`config.mk`:
```
export PLATFORM = sky130hd
export DESIGN_NAME = grant_dispatcher
export DESIGN_NICKNAME = d
export VERILOG_FILES = /design/src/rtl/grant_pkg.sv /design/src/rtl/grant_dispatcher_onehot_enc.sv /design/src/rtl/grant_dispatcher.sv
export SDC_FILE = /design/constraint.sdc
export NUM_CORES = 1
export LEC_CHECK = 0
export BUFFER_PORTS_ARGS = -buffer_cell sky130_fd_sc_hd__clkbuf_2
export CORE_ASPECT_RATIO = 1.75
export CORE_UTILIZATION = 50
export DETAILED_ROUTE_END_ITERATION = 6
export PLACE_DENSITY = 0.74
export SYNTH_ARGS = -nofsm -noshare
export SYNTH_HDL_FRONTEND = slang
export SYNTH_SLANG_ARGS = --single-unit
```
`constraint.sdc`:
```
create_clock -name clk -period 4.7 [get_ports clk]
set_input_delay 0.705 -clock clk [delete_from_list [all_inputs] [get_ports clk]]
set_output_delay 0.705 -clock clk [all_outputs]
set_load 0.01 [all_outputs]
```
`src/rtl/grant_pkg.sv`:
```
//------------------------------------------------------------------------------
// Module   : grant_pkg
// Brief    : Shared constants, FSM encoding and grant legality helper.
// Revision : 1.0
//------------------------------------------------------------------------------
`default_nettype none

package grant_pkg;

    localparam int N  = 8;
    localparam int IW = 3;

    typedef enum logic [0:0] {
        IDLE  = 1'b0,
        ISSUE = 1'b1
    } state_t;

    // Legal: exactly one grant bit set, and that client is actually pending.
    function automatic logic onehot_legal(input logic [N-1:0] grant,
                                          input logic [N-1:0] pend);
        int cnt;
        cnt = 0;
        for (int i = 0; i < N; i++) begin
            if (grant[i]) cnt++;
        end
        return (cnt == 1) && ((grant & pend) != '0);
    endfunction

endpackage

`default_nettype wire

```
`src/rtl/grant_dispatcher_onehot_enc.sv`:
```
//------------------------------------------------------------------------------
// Module   : onehot_enc
// Brief    : 8-to-3 one-hot encoder with a flag for exactly-one-bit-set input.
// Revision : 1.0
//------------------------------------------------------------------------------
`default_nettype none

module onehot_enc
    import grant_pkg::*;
(
    input  logic [N-1:0]  onehot,
    output logic [IW-1:0] idx,
    output logic          onehot_ok
);

    int w_cnt;

    always_comb begin
        idx   = '0;
        w_cnt = 0;
        for (int i = 0; i < N; i++) begin
            if (onehot[i]) begin
                idx   = idx | IW'(i);
                w_cnt = w_cnt + 1;
            end
        end
        onehot_ok = (w_cnt == 1);
    end

endmodule

`default_nettype wire

```
`src/rtl/grant_dispatcher.sv`:
```
//------------------------------------------------------------------------------
// Module   : grant_dispatcher
// Brief    : Latches request pulses, feeds an external arbiter and issues the
//            granted index to a server over valid/ready, pulsing done on accept.
// Revision : 1.0
//------------------------------------------------------------------------------
`default_nettype none

module grant_dispatcher
    import grant_pkg::*;
(
    input  logic          clk,
    input  logic          rst_n,
    input  logic [N-1:0]  req_pulse,
    output logic [N-1:0]  arb_req,
    input  logic [N-1:0]  arb_grant,
    output logic          out_valid,
    output logic [IW-1:0] out_idx,
    input  logic          out_ready,
    output logic [N-1:0]  done,
    output logic [7:0]    drop_cnt,
    output logic          grant_err
);

    state_t         r_state;
    state_t         w_state_nxt;
    logic [N-1:0]   r_pend;
    logic [N-1:0]   r_cur;
    logic [IW-1:0]  r_idx;
    logic [N-1:0]   r_done;
    logic [7:0]     r_drop_cnt;
    logic           r_grant_err;

    logic [IW-1:0]  w_enc_idx;
    logic           w_enc_ok;
    logic           w_legal;
    logic           w_capture;
    logic           w_accept;
    logic           w_err_set;
    logic [N-1:0]   w_clr;
    logic [N-1:0]   w_drop_mask;
    logic [3:0]     w_drop_num;
    logic [8:0]     w_drop_sum;
    logic [7:0]     w_drop_nxt;

    onehot_enc u_enc (
        .onehot    (arb_grant),
        .idx       (w_enc_idx),
        .onehot_ok (w_enc_ok)
    );

    assign w_legal = w_enc_ok & onehot_legal(arb_grant, r_pend);

    always_comb begin
        w_state_nxt = r_state;
        w_capture   = 1'b0;
        w_accept    = 1'b0;
        w_err_set   = 1'b0;
        case (r_state)
            IDLE: begin
                if (r_pend != '0) begin
                    if (w_legal) begin
                        w_capture   = 1'b1;
                        w_state_nxt = ISSUE;
                    end else begin
                        w_err_set   = 1'b1;
                    end
                end
            end
            ISSUE: begin
                if (out_ready) begin
                    w_accept    = 1'b1;
                    w_state_nxt = IDLE;
                end
            end
            default: w_state_nxt = IDLE;
        endcase
    end

    // The bit being cleared at capture may be re-set in the same cycle without
    // counting as a drop; only still-pending or in-flight clients drop.
    always_comb begin
        w_clr       = w_capture ? arb_grant : '0;
        w_drop_mask = req_pulse & ((r_pend & ~w_clr) |
                                   ((r_state == ISSUE) ? r_cur : '0));
        w_drop_num  = '0;
        for (int i = 0; i < N; i++) begin
            w_drop_num = w_drop_num + {3'b000, w_drop_mask[i]};
        end
        w_drop_sum  = {1'b0, r_drop_cnt} + {5'b00000, w_drop_num};
        w_drop_nxt  = w_drop_sum[8] ? 8'hFF : w_drop_sum[7:0];
    end

    always_ff @(posedge clk or negedge rst_n) begin
        if (!rst_n) begin
            r_state <= IDLE;
        end else begin
            r_state <= w_state_nxt;
        end
    end

    always_ff @(posedge clk or negedge rst_n) begin
        if (!rst_n) begin
            r_pend      <= '0;
            r_cur       <= '0;
            r_idx       <= '0;
            r_done      <= '0;
            r_drop_cnt  <= '0;
            r_grant_err <= 1'b0;
        end else begin
            r_pend     <= (r_pend & ~w_clr) | (req_pulse & ~w_drop_mask);
            r_drop_cnt <= w_drop_nxt;
            r_done     <= w_accept ? r_cur : '0;
            if (w_capture) begin
                r_cur <= arb_grant;
                r_idx <= w_enc_idx;
            end
            if (w_err_set) begin
                r_grant_err <= 1'b1;
            end
        end
    end

    assign arb_req   = r_pend;
    assign out_valid = (r_state == ISSUE);
    assign out_idx   = r_idx;
    assign done      = r_done;
    assign drop_cnt  = r_drop_cnt;
    assign grant_err = r_grant_err;

endmodule

`default_nettype wire

```
==> results.yml <==
clock_network:
  h-tree-depth: 2
  cts_sinks: 37
  cts_root_buf: "clkbuf_8"
  clk_pin_slew_ps: 80
  postCtsHoldBufs: 0
  cts_max_path_buffers: 2
  cts_tree: "yes"
  clk_latency_ps: 300
  cts_buffers: 5
detailed_routing:
  ant_nets: 0
  drt-initial-drc-count: 50
  viasPerCell: 5.66
  drc: 0
  vias: 2259
  wl_per_cell_um: 17.1
  wl_mm: 6.82
  first_pass_iters: 4
setup_path:
  crit_type: "input port to flop"
  arrival_ps: 7400
  cp_max_fo: 3
  slowest_delay_ps: 560
  cp-end-kind: "flop"
  cp.required_ps: 4890
  cp-start-kind: "input port"
  crit_path_top_delay_cell: "fa_1"
yosys:
  synth-seq-cells: 37
  synth_flop_cell: "dfrtp_1"
  syn_inst: 245
  synth.distinct_cells: 54
  syn_area_per_cell_um2: 10.0
  synth_area_mm2: 0.00245
  async_flop_share_pct: 100
  syn-num-nets: 282
  yosysSeqAreaShare_pct: 37.8
  synth-edff-count: 0
  yosysWarnings: 0
timing:
  rsz0062_at_grt: "true"
  fin_worst_skew_ps: 14.2
  min_period_over_period_pct: 154
  maxSlewHeadroom_pct: 39.9
  slew_viol_final: 0
  max_freq_mhz: 139
  setup_viol: 24
  finalWorstSetupSlack_ps: -2520
  post-route-min-period_ps: 7220
  worst_pin_slew_ps: 901
  hold_viol_final: 0
pwr:
  pwr-share-comb_pct: 65.8
  p_clk_share_pct: 9.9
  swShare_pct: 40.2
  ir_worst_vdd_v: 0.000809
  p_per_area_mw_per_mm2: 636
  p_leak_nw: 1.83
  power.internal_mw: 1.35
  total_power_mw: 2.26
  seqPwrFrac_pct: 24.3
  switchingPower_uw: 909
run:
  drv_cap: 0
final_layout:
  final_nets: 383
  syn2layout_area_growth_pct: 44.8
  antenna_cells: 0
  drive_above_1_share_pct: 48.4
  utilization_pct: 75.5
floorplanning:
  core-area_mm2: 0.00471
  dieHeight_um: 94.6
  die_w_um: 54.9
  placementRows: 33
  start_util_pct: 52.1
  dieArea_mm2: 0.00520
  io_pins: 48
placement:
  dpl.hpwl_mm: 4.78
  gp_congestion: 0.777
  portBuffers: 47
global_routing:
  gr-total-overflow: 0
  grt_max_degree: 38
  grt_pass1_wl_mm: 10.1
  grt_util_all_layers_pct: 28.0
  first_global_vias: 2329
  antenna_found_initial: 0
min_path:
  hp-class: "flop to flop"
run_status:
  violations: "setup timing"
  status: "finished with violations"
-- routing by layer --
layer	routed length, um	global-route usage, %
met1	2460	27.6
met2	3820	52.4
met3	288	4.35
met4	247	13.5
met5	0	0
-- worst max-delay path, delay by kind of cell --
family / cells / cell delay (ps)
fa+ha+maj: 10 / 3140
mux: 1 / 300
compound gates: 9 / 1160
buf+inv: 3 / 250
simple gates: 11 / 1440
xor+xnor: 2 / 390
-- cell usage in the layout, fill, tap and decap left out, drive strengths merged, types with 3 or more instances in the layout --
cell type,Yosys,final
a221oi,3,3
a22oi,8,8
a31o,4,4
and3,8,8
buf,3,56
clkbuf,7,53
dfrtp,37,37
fa,5,5
ha,13,13
inv,29,29
mux2,9,9
mux2i,5,5
nand2,33,33
nand2b,4,4
nand4,4,4
nor2,6,6
nor2b,3,3
o21a,3,3
o21ai,13,13
or2,3,3
xnor2,7,7
xor2,7,7
-- state kept, by name, summed over array words and instances (netlist names) --
| register | count |
|---|---|
| arb_req | 8 |
| done | 8 |
| drop_cnt | 8 |
| grant_err | 1 |
| out_idx | 3 |
| out_valid | 1 |
| r_cur | 8 |
-- kinds of logic after synthesis --
family          synth area share (%)
compound gates                  14.7
xor+xnor                        7.96
fa+ha+maj                       10.7
buf+inv                         6.58
flops                           37.8
mux                             6.33
simple gates                    15.9
-- timing repair --
item                                    in CTS  in global routing
resized for setup                           15                 23
pin swaps                                   16                 17
endpoints found under the setup margin      27                 28
buffers inserted                             9                  6
gates cloned                                 0                  1
-- metrics by stage --
step	setup WS [ps]	cells	hold slack, ps	area, um2	TNS [ps]
2_1_floorplan	-2840	245	409	2620	-24870
3_3_place_gp	-2960	378	470	3190	-34070
3_5_place_dp	-3100	378	465	3190	-37020
4_1_cts	-2610	394	488	3420	-22330
5_1_grt	-2830	399	513	3550	-27300
6_report	-2520	399	481	3550	-21190
-- cell usage after synthesis, drive strengths merged, types with 5 or more instances --
library cell	n	area, um2
a22oi	8	60.1
and3	8	50.1
clkbuf	7	26.3
dfrtp	37	926
fa	5	100
ha	13	163
inv	29	109
mux2	9	101
mux2i	5	53.8
nand2	33	124
nor2	6	22.5
o21ai	13	68.8
xnor2	7	87.6
xor2	7	61.3
-- worst paths after layout --
kind                              startpoint           to  slack, ps  cells past startpoint
worst max-delay path            arb_grant[1]  drop_cnt[7]      -2520                     36
worst min-delay path               grant_err    grant_err        480                      1
worst max register to register    arb_req[2]  drop_cnt[7]         70                     15
worst min register to register     grant_err    grant_err        480                      1
max in group asynchronous              rst_n  drop_cnt[0]       3610                      1
min in group asynchronous              rst_n   arb_req[3]        520                      1
-- layout make-up --
class | count | area, um2
Multi-Input combinational cell | 169 | 1600
Fill cell | 326 | 1150
Sequential cell | 37 | 926
Timing Repair Buffer | 104 | 752
Inverter | 29 | 126
Clock buffer | 5 | 68.8
Tap cell | 52 | 65.1
Clock inverter | 3 | 17.5
-- power groups by stage --
stage	Clock, mW	Sequential [mW]	Combinational, mW
after floorplan	0	0.569	0.834
after global placement	0	0.541	1.26
after detailed placement	0	0.547	1.29
after CTS	0.227	0.541	1.37
after global routing	0.242	0.558	1.63
final	0.224	0.548	1.49
(Power assumes the default switching activity.)
